==> config.mk <==
export PLATFORM = sky130hd
export DESIGN_NAME = gesture_encoder
export DESIGN_NICKNAME = d
export VERILOG_FILES = /design/src/rtl/gesture_encoder.sv
export SDC_FILE = /design/constraint.sdc
export NUM_CORES = 1
export LEC_CHECK = 0
export ABC_AREA = 1
export BUFFER_PORTS_ARGS = -buffer_cell sky130_fd_sc_hd__buf_2
export CAP_MARGIN = 10
export CORE_MARGIN = 2
export CORE_UTILIZATION = 58
export CTS_BUF_LIST = sky130_fd_sc_hd__clkbuf_16
export CTS_CLUSTER_DIAMETER = 100
export CTS_CLUSTER_SIZE = 30
export DETAILED_ROUTE_END_ITERATION = 8
export PLACE_DENSITY = 0.87
export SETUP_SLACK_MARGIN = 0.4
export SYNTH_ARGS = -nofsm -noshare
export SYNTH_HDL_FRONTEND = slang
export SYNTH_SLANG_ARGS = --single-unit
==> constraint.sdc <==
create_clock -name clk -period 4.21 [get_ports clk]
set_clock_uncertainty 0.2 [all_clocks]
set_input_delay 0.2105 -clock clk [delete_from_list [all_inputs] [get_ports clk]]
set_output_delay 0.2105 -clock clk [all_outputs]
set_load 0.02 [all_outputs]
==> src/rtl/gesture_encoder.sv <==
`default_nettype none
// ============================================================================
//  Module      : gesture_encoder
//  Description : Turns a stream of 4-channel EMG ADC samples into a debounced
//                one-hot gesture code for the servo-side gesture decoder.
//                Each channel is rectified about mid-scale, smoothed by an
//                exponential moving average and thresholded.  The 4-bit
//                activity pattern is mapped to a gesture code once per frame.
//                A frame ends on the sample for channel 3.  The output changes
//                only after HOLD_FRAMES identical classifications in a row.
//  Ports       : clk              system clock
//                rst              synchronous active-high reset
//                sample_valid_i   sample_ch_i / sample_data_i valid this cycle
//                sample_ch_i      channel index of the sample (0..3)
//                sample_data_i    unsigned ADC code
//                gesture_o        debounced one-hot gesture code
//                gesture_valid_o  one-cycle pulse when gesture_o changes
//                active_mask_o    per-channel activity of the last frame
//                frame_done_o     one-cycle pulse per registered classification
//  Revision    : 1.0  initial release
// ============================================================================
module gesture_encoder #(
   parameter int DATA_W      = 12,
   parameter int MIDSCALE    = 2048,
   parameter int ALPHA_SHIFT = 4,
   parameter int THRESH      = 512,
   parameter int HOLD_FRAMES = 3
) (
   input  logic              clk,
   input  logic              rst,
   input  logic              sample_valid_i,
   input  logic [1:0]        sample_ch_i,
   input  logic [DATA_W-1:0] sample_data_i,
   output logic [7:0]        gesture_o,
   output logic              gesture_valid_o,
   output logic [3:0]        active_mask_o,
   output logic              frame_done_o
);

   localparam int                 c_ACC_W  = DATA_W + ALPHA_SHIFT;
   localparam logic [DATA_W-1:0]  c_MID    = DATA_W'(MIDSCALE);
   localparam logic [c_ACC_W-1:0] c_THRESH = c_ACC_W'(THRESH);
   localparam logic [7:0]         c_HOLD   = 8'(HOLD_FRAMES);
   localparam logic [7:0]         c_REST   = 8'h01;

   // Envelope accumulators, one per channel
   logic [c_ACC_W-1:0] env_acc_q [4];
   logic [c_ACC_W-1:0] env_acc_d [4];
   logic [c_ACC_W-1:0] w_decay   [4];

   logic [DATA_W-1:0]  w_rect;
   logic [3:0]         w_pattern;
   logic [7:0]         w_code;

   // Classification / debounce / output state
   logic               frame_end_q, frame_end_d;
   logic               frame_done_q, frame_done_d;
   logic [3:0]         active_mask_q, active_mask_d;
   logic [7:0]         cand_q, cand_d;
   logic [7:0]         stable_cnt_q, stable_cnt_d;
   logic [7:0]         gesture_q, gesture_d;
   logic               gesture_valid_q, gesture_valid_d;

   // Full-wave rectification about the zero-signal code
   always_comb begin
      w_rect = (sample_data_i >= c_MID) ? (sample_data_i - c_MID)
                                        : (c_MID - sample_data_i);
   end

   // EMA update and thresholding.  The envelope is acc >> ALPHA_SHIFT; the
   // comparison is done at accumulator width so no bits are discarded.  The
   // update is computed modulo 2^c_ACC_W: the true result always fits, so a
   // transient wrap in the add/subtract cancels out.
   always_comb begin
      w_pattern = '0;
      for (int i = 0; i < 4; i++) begin
         w_decay[i]   = env_acc_q[i] >> ALPHA_SHIFT;
         w_pattern[i] = (w_decay[i] > c_THRESH);
         env_acc_d[i] = env_acc_q[i];
         if (sample_valid_i && (sample_ch_i == 2'(i))) begin
            env_acc_d[i] = env_acc_q[i] + c_ACC_W'(w_rect) - w_decay[i];
         end
      end
   end

   // Activity pattern to one-hot gesture code
   always_comb begin
      case (w_pattern)
         4'b0000: w_code = 8'h01;
         4'b0001: w_code = 8'h02;
         4'b0010: w_code = 8'h04;
         4'b0100: w_code = 8'h08;
         4'b1000: w_code = 8'h10;
         4'b0011: w_code = 8'h20;
         4'b1100: w_code = 8'h40;
         default: w_code = 8'h80;
      endcase
   end

   // frame_end_q marks the cycle after a channel-3 capture.  The envelopes
   // seen then already include that sample, so classification happens here.
   // The output stage reads the debounce registers one edge later.
   always_comb begin
      frame_end_d     = sample_valid_i && (sample_ch_i == 2'd3);
      frame_done_d    = frame_end_q;
      active_mask_d   = active_mask_q;
      cand_d          = cand_q;
      stable_cnt_d    = stable_cnt_q;
      gesture_d       = gesture_q;
      gesture_valid_d = 1'b0;

      if (frame_end_q) begin
         active_mask_d = w_pattern;
         if (w_code == cand_q) begin
            stable_cnt_d = (stable_cnt_q == 8'hFF) ? 8'hFF : stable_cnt_q + 8'd1;
         end else begin
            cand_d       = w_code;
            stable_cnt_d = 8'd1;
         end
      end

      if ((stable_cnt_q >= c_HOLD) && (cand_q != gesture_q)) begin
         gesture_d       = cand_q;
         gesture_valid_d = 1'b1;
      end
   end

   always_ff @(posedge clk) begin
      if (rst) begin
         for (int i = 0; i < 4; i++) begin
            env_acc_q[i] <= '0;
         end
         frame_end_q     <= 1'b0;
         frame_done_q    <= 1'b0;
         active_mask_q   <= 4'b0000;
         cand_q          <= c_REST;
         stable_cnt_q    <= 8'd0;
         gesture_q       <= c_REST;
         gesture_valid_q <= 1'b0;
      end else begin
         for (int i = 0; i < 4; i++) begin
            env_acc_q[i] <= env_acc_d[i];
         end
         frame_end_q     <= frame_end_d;
         frame_done_q    <= frame_done_d;
         active_mask_q   <= active_mask_d;
         cand_q          <= cand_d;
         stable_cnt_q    <= stable_cnt_d;
         gesture_q       <= gesture_d;
         gesture_valid_q <= gesture_valid_d;
      end
   end

   assign gesture_o       = gesture_q;
   assign gesture_valid_o = gesture_valid_q;
   assign active_mask_o   = active_mask_q;
   assign frame_done_o    = frame_done_q;

endmodule
`default_nettype wire
* Word level (Yosys, flattened, before mapping)
Memories as Yosys holds them, arrays and structs flattened.
Cells that the tools add are included.
** Storage, ports and cells
- Register bits after elaboration :: 31
- RAM bits :: 64
- Bits of input ports :: 17
- Output and inout port bits :: 14
- Memories kept :: 1
** Cells by class
- $add $sub $neg :: 11
- Order comparisons :: 6
- Equality and inequality tests :: 12
- Multiplexer cells :: 16
- Bitwise logic cells :: 5
- Reductions and logical operators :: 8
** Memory list
- env_acc_q :: words 4, width 16, rd ports 4, clocked after Yosys merged registers in 0, write ports 4, line 47 : logic [c_ACC_W-1:0] env_acc_q [4];
** Operator list (number)
- two-way mux 16 bit :: 8
- adder 16 x 12 -> 16 bit :: 4
- subtractor 16 x 12 -> 16 bit :: 4
- one-hot mux 8 bit (7 select lines) :: 1
- greater-than comparator 12 x 10 -> 1 bit (second input constant) :: 4
- two-way mux 8 bit :: 2
- greater-or-equal comparator 12 bit (second input constant) :: 1
- two-way mux 12 bit :: 1
- subtractor 12 bit (first input constant) :: 1
- subtractor 12 bit (second input constant) :: 1
- adder 8 x 1 -> 8 bit (second input constant) :: 1
- == test 4 x 2 -> 1 bit (second input constant) :: 2
- == test 4 bit (second input constant) :: 2
- == test 8 bit :: 1
- == test 8 bit (second input constant) :: 1
- greater-or-equal comparator 8 x 2 -> 1 bit (second input constant) :: 1
- != test 8 bit :: 1
- logical AND 1 bit :: 5
- == test 2 bit (second input constant) :: 2
- == test 4 x 1 -> 1 bit (second input constant) :: 1
- == test 4 x 3 -> 1 bit (second input constant) :: 1
- logical NOT 4 bit :: 1
- two-way mux 1 bit :: 4
- bitwise OR 1 bit :: 4
- other kinds (4) :: 4

* Longest topological paths before layout
Gate-level depths: netlist of run 1.
An unclocked memory read counts as a cell.
- Depth in word-level cells :: 7
- Depth in mapped cells :: 20

* Least setup slack after synthesis of run 1
OpenSTA, ideal clock, no wires.
- Path type :: input-to-reg
- From :: input sample_data_i[2]
- To :: memory env_acc_q[3][14] in the netlist's numbering
- Arrival :: 3140 ps
- Data required time :: 3895 ps
- Path slack :: 754 ps
- Cell stages on the path :: 13
- Cells stage by stage :: nor3_1 > nand4_1 > nand3b_1 > nor4_1 > fa_1 > ha_1 > a21oi_1 > o21bai_1 > a211oi_1 > o21ai_0 > xor2_1 > o21ai_0 > inv_1
** RTL lines
- from (decl) :: line 33 : input logic [DATA_W-1:0] sample_data_i,
- to (decl) :: line 47

==> results of run 1 <==
-- logic make-up (layout without fill, tap and decap cells) --
family / count (synthesis) / in the layout
compound gates: 281 / 281
simple gates: 335 / 335
flops: 95 / 95
xor+xnor: 57 / 57
fa+ha+maj: 123 / 123
buf+inv: 226 / 260
-- cells in the mapped netlist, types with 2 or more instances --
library cell / count / share of area (%)
o21ai_1: 2 / 0.12
or2_2: 5 / 0.38
a31oi_1: 6 / 0.46
dfxtp_1: 95 / 23
nand3_2: 5 / 0.61
o31ai_1: 4 / 0.37
o21ai_4: 2 / 0.40
clkbuf_1: 19 / 0.87
nand2_4: 2 / 0.28
o21ai_0: 104 / 6.4
nand2_1: 151 / 6.9
nor2_1: 86 / 4.0
o211ai_1: 9 / 0.83
buf_1: 4 / 0.18
xnor2_1: 22 / 2.4
o21ai_2: 2 / 0.21
nor2_4: 2 / 0.28
nor3_1: 13 / 0.80
nor2_2: 6 / 0.46
ha_1: 75 / 11
a21oi_1: 127 / 7.8
a21o_1: 7 / 0.64
xor2_1: 35 / 3.8
inv_2: 2 / 0.092
nor4_1: 2 / 0.15
nand4_1: 7 / 0.54
inv_1: 197 / 9.1
o21bai_1: 12 / 1.1
nand3_1: 52 / 3.2
fa_1: 48 / 12
-- power groups by stage --
| stage | registers, mW | logic, mW | clock network (mW) |
|---|---|---|---|
| floorplan | 1.00 | 1.40 | 0 |
| global placement | 1.01 | 1.72 | 0 |
| detailed placement | 1.01 | 1.77 | 0 |
| CTS | 0.991 | 1.79 | 0.787 |
| global route | 0.998 | 2.05 | 0.822 |
| finish | 0.991 | 1.82 | 0.779 |
-- stage by stage --
stage | setup WS (ns) | utilization (%)
after detailed placement | 0.0880 | 61.6
after floorplan | 0.754 | -
after global routing | 0.404 | 63.9
final | 0.712 | 63.9
after CTS | 0.410 | 63.6
after global placement | 0.200 | 61.6
-- what timing repair did --
action | 4_1_cts | 5_1_grt
setup buffers | 0 | 2
resized for setup | 0 | 5
endpoints found under the setup margin | 0 | 22
-- worst paths after layout --
path                                              startpoint                       endpoint  slack [ns]  cells past startpoint
worst max-delay path                        sample_data_i[0]  env_acc_q[2][11]$_SDFFE_PP0P_        0.71                     19
worst min-delay path                          sample_ch_i[1]   env_acc_q[1][2]$_SDFFE_PP0P_        0.06                      3
worst max register to register  env_acc_q[1][6]$_SDFFE_PP0P_  env_acc_q[1][11]$_SDFFE_PP0P_        1.01                     12
worst min register to register  stable_cnt_q[3]$_SDFFE_PP0P_   stable_cnt_q[3]$_SDFFE_PP0P_        0.25                      2
-- flip-flops by register name, summed over array words and instances, names as in the netlist --
signal / flops
active_mask_o: 4
cand_q: 8
frame_done_d: 1
env_acc_q: 64
stable_cnt_q: 8
gesture_valid_o: 1
frame_done_o: 1
gesture_o: 8
-- routing by layer --
layer	routed length, um	track usage [%]	vias to the layer above
li1	-	-	3692
met4	674	13.6	0
met1	8250	35.2	3468
met2	9050	44.6	245
met3	1280	3.72	52
met5	0	0	-
-- layout make-up --
type / instances / share of cell area [%]
clock inverters: 7 / 0.566
well taps: 180 / 2.55
clock buffers: 9 / 2.55
multi-input cells: 796 / 61.5
repair buffers: 43 / 2.80
inverters: 201 / 8.55
flip-flops and latches: 95 / 21.5
-- worst min-delay path: cells and delay by family --
family / cells / cell delay [ns]
AO/OA/AOI/OAI: 1 / 0.14
AND/OR/NAND/NOR: 1 / 0.12
buffers and inverters: 1 / 0.11
==> impl_metrics.ini, run 1 <==
[outcome]
status = complete, no violations

[worst_hold_path]
min_path_type = input port to register

[finish]
area_growth_syn_to_layout_pct = 8.18
nFillCells = 1141
layout.area.seq_sq_um = 1900
instances_no_fill = 1331
layout_common_cells = 197 x inv_1, 151 x nand2_1, 127 x a21oi_1
diodes = 0
final_layout_size_suffix_gt1_share_pct = 7.99
final_common_cell = inv_1
final_nets = 1286
fin_area_sq_um = 8830
multi_input_area_sq_um = 5430

[sta]
drv_slew = 0
tns_ns = 0
final_hold_viol_count = 0
rsz0062_at_grt = no
hold_ws_ns = 0.0578
slew_headroom_pct = 34.2
worst_pin_slew_ns = 0.987
setup_violations = 0
post-route-min-period_ns = 3.50
fin_crit_sh_pct = 83.1
fmax_mhz = 286

[critical_path]
crit_path_max_fanout = 6
cp_slowest_cell = fa_1
crit_arrival_ns = 3.60
required_ns = 4.31
path_class = input port to register
cpPeakStageDelay_ns = 0.45
cp_cell_sequence = buf_2 > inv_1 > ha_1 > nand2_1 > nor4_1 > inv_1 > nor3_1 > a31oi_1 > xor2_2 > buf_4 > fa_1 > ha_1 > nand2_1 > o21ai_0 > a21oi_1 > or2_2 > nand3_1 > o211ai_1 > inv_1
cpMostUsedCell = inv_1
cp-end-kind = register
start_kind = input port
critPathBufInv = 5
cp_top_family = adder cells

[floorplanning]
placeableCoreArea_sq_um = 13800
die_width_um = 123
ios = 31
die_area_sq_um = 15000
floorplan.initialDensity_pct = 59.1
die-height_um = 123
rows = 43

[cts]
clk_latency_ns = 0.35
cts_buffer_depth = 2
cts.sinks = 95
path_clk_slew_ns = 0.07
cts_tree = done
htree_levels = 3
numCtsBuffers = 9
postCtsHoldBufs = 0
ctsRootBufferMaster = clkbuf_16

[yosys]
synth-edff-count = 0
muxShareOfSynthArea_pct = 0
async_flop_share_pct = 0
synthCells = 1117
syn_nets = 1257
yosysWarnings = 0
yosysSeqAreaShare_pct = 23.3
syn_area_sq_um = 8170
synth-compound-area-share_pct = 18.9
avgSynthCellArea_sq_um = 7.31
yosysUniqueCellTypes = 44
synth_top_family_by_area = adder cells
ys.flop_type = dfxtp_1
synth_xor_area_share_pct = 6.11
synth.ff_latch_count = 95
synthAdderAreaFrac_pct = 23.3
synth_simple_gate_area_share_pct = 17.9

[pwr]
ir_drop_uv = 252
leakage_nw = 4.38
combPwrFrac_pct = 50.7
sw_frac_of_total_pct = 42.8
power_mw = 3.59
switching_power_mw = 1.54
p_int_mw = 2.05
seqPwrFrac_pct = 27.6
power_density_nw_per_um2 = 406
clkPwrFrac_pct = 21.7

[placement]
place_area_sq_um = 8520
gp_congestion = 0.940
io_buffer_count = 30
dp.cells = 1313
dp_hpwl_mm = 14.6

[run]
drv_cap = 0

[route]
drtIter0Drc = 436
drt_drc_violations_left = 0
num_vias = 7457
via_per_inst = 5.60
ant_nets = 0
routedWlPerCell_um = 14.5
drt-total-wl_mm = 19.3
dr.pass1.iters = 4

[grt]
antenna_found_initial = 0
grt_pass1_wl_mm = 32.6
grt_pass1_vias = 7185
grt_max_degree = 48
track_usage_pct = 27.2
overflow = 0
No activity file was read; power rests on OpenSTA's default activity.
==> run 2: changes to the inputs <==
--- a/config.mk
+++ b/config.mk
@@ -14,7 +14,7 @@
 export CTS_CLUSTER_DIAMETER = 100
 export CTS_CLUSTER_SIZE = 30
 export DETAILED_ROUTE_END_ITERATION = 8
-export PLACE_DENSITY = 0.87
+export PLACE_DENSITY = 0.9
 export SETUP_SLACK_MARGIN = 0.4
 export SYNTH_ARGS = -nofsm -noshare
 export SYNTH_HDL_FRONTEND = slang
==> constraint.sdc (replaced) <==
create_clock -name clk -period 3.05 [get_ports clk]
set_clock_uncertainty 0.2 [all_clocks]
set_input_delay 0.1525 -clock clk [delete_from_list [all_inputs] [get_ports clk]]
set_output_delay 0.1525 -clock clk [all_outputs]
set_load 0.02 [all_outputs]
==> run 2 against run 1 <==
Compared with the run above:
- the flow now stops in global routing
- synthesized area unchanged
- synthesized cell count unchanged
==> impl_metrics.ini, run 2 <==
[outcome]
status = aborted with a tool error
stop_stage = global routing
error_line = [ERROR GRT-0232] Routing congestion too high. Check the congestion heatmap in the GUI.

[yosys]
synthTopCellsByCount = 197 x inv_1, 151 x nand2_1, 127 x a21oi_1
async_flop_share_pct = 0
yosysMostFrequentCell = inv_1
yosysTopAreaCell = dfxtp_1
synth_area_leaders = dfxtp_1 23%, fa_1 12%, ha_1 11%
yosysUniqueCellTypes = 44
syn_area_sq_um = 8170
syn_nets = 1257
synthCells = 1117
ys.flop_type = dfxtp_1
synth.ff_latch_count = 95
yosysWarnings = 0
synth_top_area_share_pct = 23.3
yosysSeqAreaShare_pct = 23.3
avgSynthCellArea_sq_um = 7.31
synth-edff-count = 0

[cts]
htree_levels = 3
cts.sinks = 95
ctsRootBufferMaster = clkbuf_16
numCtsBuffers = 9
cts_buffer_depth = 2

[placement]
dp_hpwl_mm = 17.3
io_buffer_count = 30
place_area_sq_um = 9820
gp_congestion = 1.04
dp.cells = 1420

[floorplanning]
die-height_um = 123
die_width_um = 123
rows = 43
ios = 31
floorplan.initialDensity_pct = 59.1

[sta]
worstEndpointGrtRepair = env_acc_q[1][13]$_SDFFE_PP0P_/D
worst_endpoint_kind = sequential cell input

[grt]
overflow = 5
grt_max_degree = 43
track_usage_pct = 65.7
## run 2: cells by family after synthesis
group,share of synthesized area (%)
simple gates,17.9
compound gates,18.9
buf+inv,10.5
fa+ha+maj,23.3
flops,23.3
xor+xnor,6.11
## run 2: metrics by stage
step           hold slack [ns]  setup slack [ns]
2_1_floorplan            0.156            0.0195
3_3_place_gp             0.237            -0.480
3_5_place_dp             0.243            -0.602
4_1_cts                 0.0716           -0.0220
## run 2: layer usage
layer	overflow	track usage, %
met3	0	45.7
met2	3	87.8
met1	0	63.9
met4	2	67.6
met5	0	6.25
## run 2: timing repair
| action | in CTS |
|---|---|
| buffers inserted | 30 |
| setup endpoints to repair | 45 |
| hold buffers | 0 |
| resized for setup | 206 |
| pin swaps | 118 |
| endpoints found under the hold margin | 0 |
==> run 3: changes to the inputs <==
==> config.mk (replaced) <==
export PLATFORM = sky130hd
export DESIGN_NAME = gesture_encoder
export DESIGN_NICKNAME = d
export VERILOG_FILES = /design/src/rtl/gesture_encoder.sv
export SDC_FILE = /design/constraint.sdc
export NUM_CORES = 1
export LEC_CHECK = 0
export ABC_AREA = 1
export BUFFER_PORTS_ARGS = -buffer_cell sky130_fd_sc_hd__buf_2
export CAP_MARGIN = 10
export CORE_MARGIN = 2
export CORE_UTILIZATION = 40
export DETAILED_ROUTE_END_ITERATION = 8
export PLACE_DENSITY_LB_ADDON = 0.15
export SYNTH_ARGS = -nofsm -noshare
export SYNTH_HDL_FRONTEND = slang
export SYNTH_SLANG_ARGS = --single-unit
==> constraint.sdc (replaced) <==
create_clock -name clk -period 3.96 [get_ports clk]
set_clock_uncertainty 0.2 [all_clocks]
set_input_delay 0.198 -clock clk [delete_from_list [all_inputs] [get_ports clk]]
set_output_delay 0.198 -clock clk [all_outputs]
set_load 0.02 [all_outputs]
==> run 3 against run 2 <==
Compared with the run above:
- the flow now finishes without violations
==> impl_metrics.ini, run 3 (synthesis gave the netlist of run 1 again) <==
[route]
ant_nets = 0
drt_drc_violations_left = 0
drt-total-wl_mm = 20.3
drtIter0Drc = 306
num_vias = 7064
dr.pass1.iters = 5
routedWlPerCell_um = 14.2
via_per_inst = 4.94

[cts]
htree_levels = 3
cts_tree = done
clk_latency_ns = 0.37
postCtsHoldBufs = 0
post_cts_resized = 0
cts.sinks = 95
numCtsBuffers = 9
cts_setup_buffers = 0
path_clk_slew_ns = 0.08
cts_buffer_depth = 2
ctsRootBufferMaster = clkbuf_16

[run]
drv_cap = 0

[worst_hold_path]
min_path_cells = 4
hold_end = env_acc_q[2][0]$_SDFFE_PP0P_
min_path_type = input port to register
hp-start = sample_data_i[0]

[placement]
gp_congestion = 0.903
dp_hpwl_mm = 15.6
place_ws_ns = 0.208
io_buffer_count = 30

[outcome]
status = complete, no violations

[sta]
final_hold_viol_count = 0
fmax_mhz = 293
post-route-min-period_ns = 3.41
tns_ns = 0
drv_slew = 0
hold_ws_ns = 0.126
rsz0062_at_grt = no
worst_pin_slew_ns = 0.818
slew_headroom_pct = 45.4
fin_crit_sh_pct = 86.2
setup_violations = 0
fin_ws_ns = 0.547

[finish]
area_growth_syn_to_layout_pct = 10.5
top_register = env_acc_q
layout_common_cells = 197 x inv_1, 151 x nand2_1, 127 x a21oi_1
final_nets = 1296
final_layout_size_suffix_gt1_share_pct = 8.61
diodes = 0
largest_register_ffs = 64
final_common_cell = inv_1

[floorplanning]
die_area_sq_um = 21600
die-height_um = 147
placeableCoreArea_sq_um = 20100
rows = 52
die_width_um = 147
ios = 31
floorplan.initialDensity_pct = 40.6

[critical_path]
reg2reg_depth = 12
required_ns = 4.06
timing.rr.start = env_acc_q[2][6]$_SDFFE_PP0P_
r2r-end = env_acc_q[2][11]$_SDFFE_PP0P_
rrSetupSlack_ns = 0.84
start_kind = input port
path_class = input port to register
crit_arrival_ns = 3.52
crit_path_max_fanout = 5
cp-end-kind = register

[pwr]
power_density_nw_per_um2 = 433
leakage_nw = 4.45
ir_drop_uv = 252

[grt]
grt_pass1_wl_mm = 33.5
antenna_found_initial = 0
grt_pass1_vias = 6585
track_usage_pct = 19.5
grt_max_degree = 43
overflow = 0
-- run 3: area by class of cell --
type,instances,area [sq um]
Clock buffer,9,225
Inverter,201,756
Sequential cell,95,1900
Tap cell,270,338
Multi-Input combinational cell,796,5410
Clock inverter,7,71.3
Fill cell,2024,11100
Timing Repair Buffer,53,323
-- run 3: power breakdown --
group	switching, mW	total, mW	leakage [nW]	internal, mW
Clock	0.460	0.909	0.147	0.448
Combinational	1.18	1.94	3.52	0.767
Sequential	0.0502	1.05	0.774	1.00
Total	1.69	3.91	4.45	2.22
-- run 3: worst max-delay path by stage --
stage,startpoint,endpoint,slack (ns),cells past startpoint
global route,sample_data_i[0],env_acc_q[3][15]$_SDFFE_PP0P_,0.22,20
finish,sample_data_i[0],env_acc_q[3][11]$_SDFFE_PP0P_,0.55,20
floorplan,sample_data_i[2],env_acc_q[3][14]$_SDFFE_PP0P_,0.52,13
detailed placement,sample_data_i[0],env_acc_q[3][11]$_SDFFE_PP0P_,0.21,20
CTS,sample_data_i[0],env_acc_q[3][11]$_SDFFE_PP0P_,0.58,20
global placement,sample_data_i[0],env_acc_q[0][15]$_SDFFE_PP0P_,0.27,20
-- run 3: worst max-delay path, stage by stage --
cell	delay (ns)
buf_2	0.14
inv_1	0.06
ha_1	0.15
nand2_1	0.06
nor4_1	0.18
inv_1	0.09
nor3_1	0.22
nor2_1	0.08
xor2_1	0.14
buf_4	0.17
fa_1	0.43
ha_1	0.36
a21oi_1	0.21
o21ai_0	0.14
o21bai_1	0.20
a21boi_0	0.27
a21oi_1	0.10
o21ai_0	0.11
o211ai_1	0.10
inv_1	0.09
-- run 3: metrics by stage --
| stage | instance area (sq um) | utilization [%] | power, mW | cells |
|---|---|---|---|---|
| CTS | 9030 | 44.9 | 3.93 | 1431 |
| finish | 9030 | 44.9 | 3.91 | 1431 |
| global route | 9030 | 44.9 | 4.25 | 1431 |
| detailed placement | 8730 | 43.4 | 3.00 | 1415 |
| floorplan | 8170 | - | 2.56 | 1117 |
| global placement | 8730 | 43.4 | 3.01 | 1415 |
-- run 3: layer usage --
metal	wire, um	track usage, %
met5	0	0
met4	181	3.88
met3	640	2.61
met2	9330	33.0
met1	10100	26.8
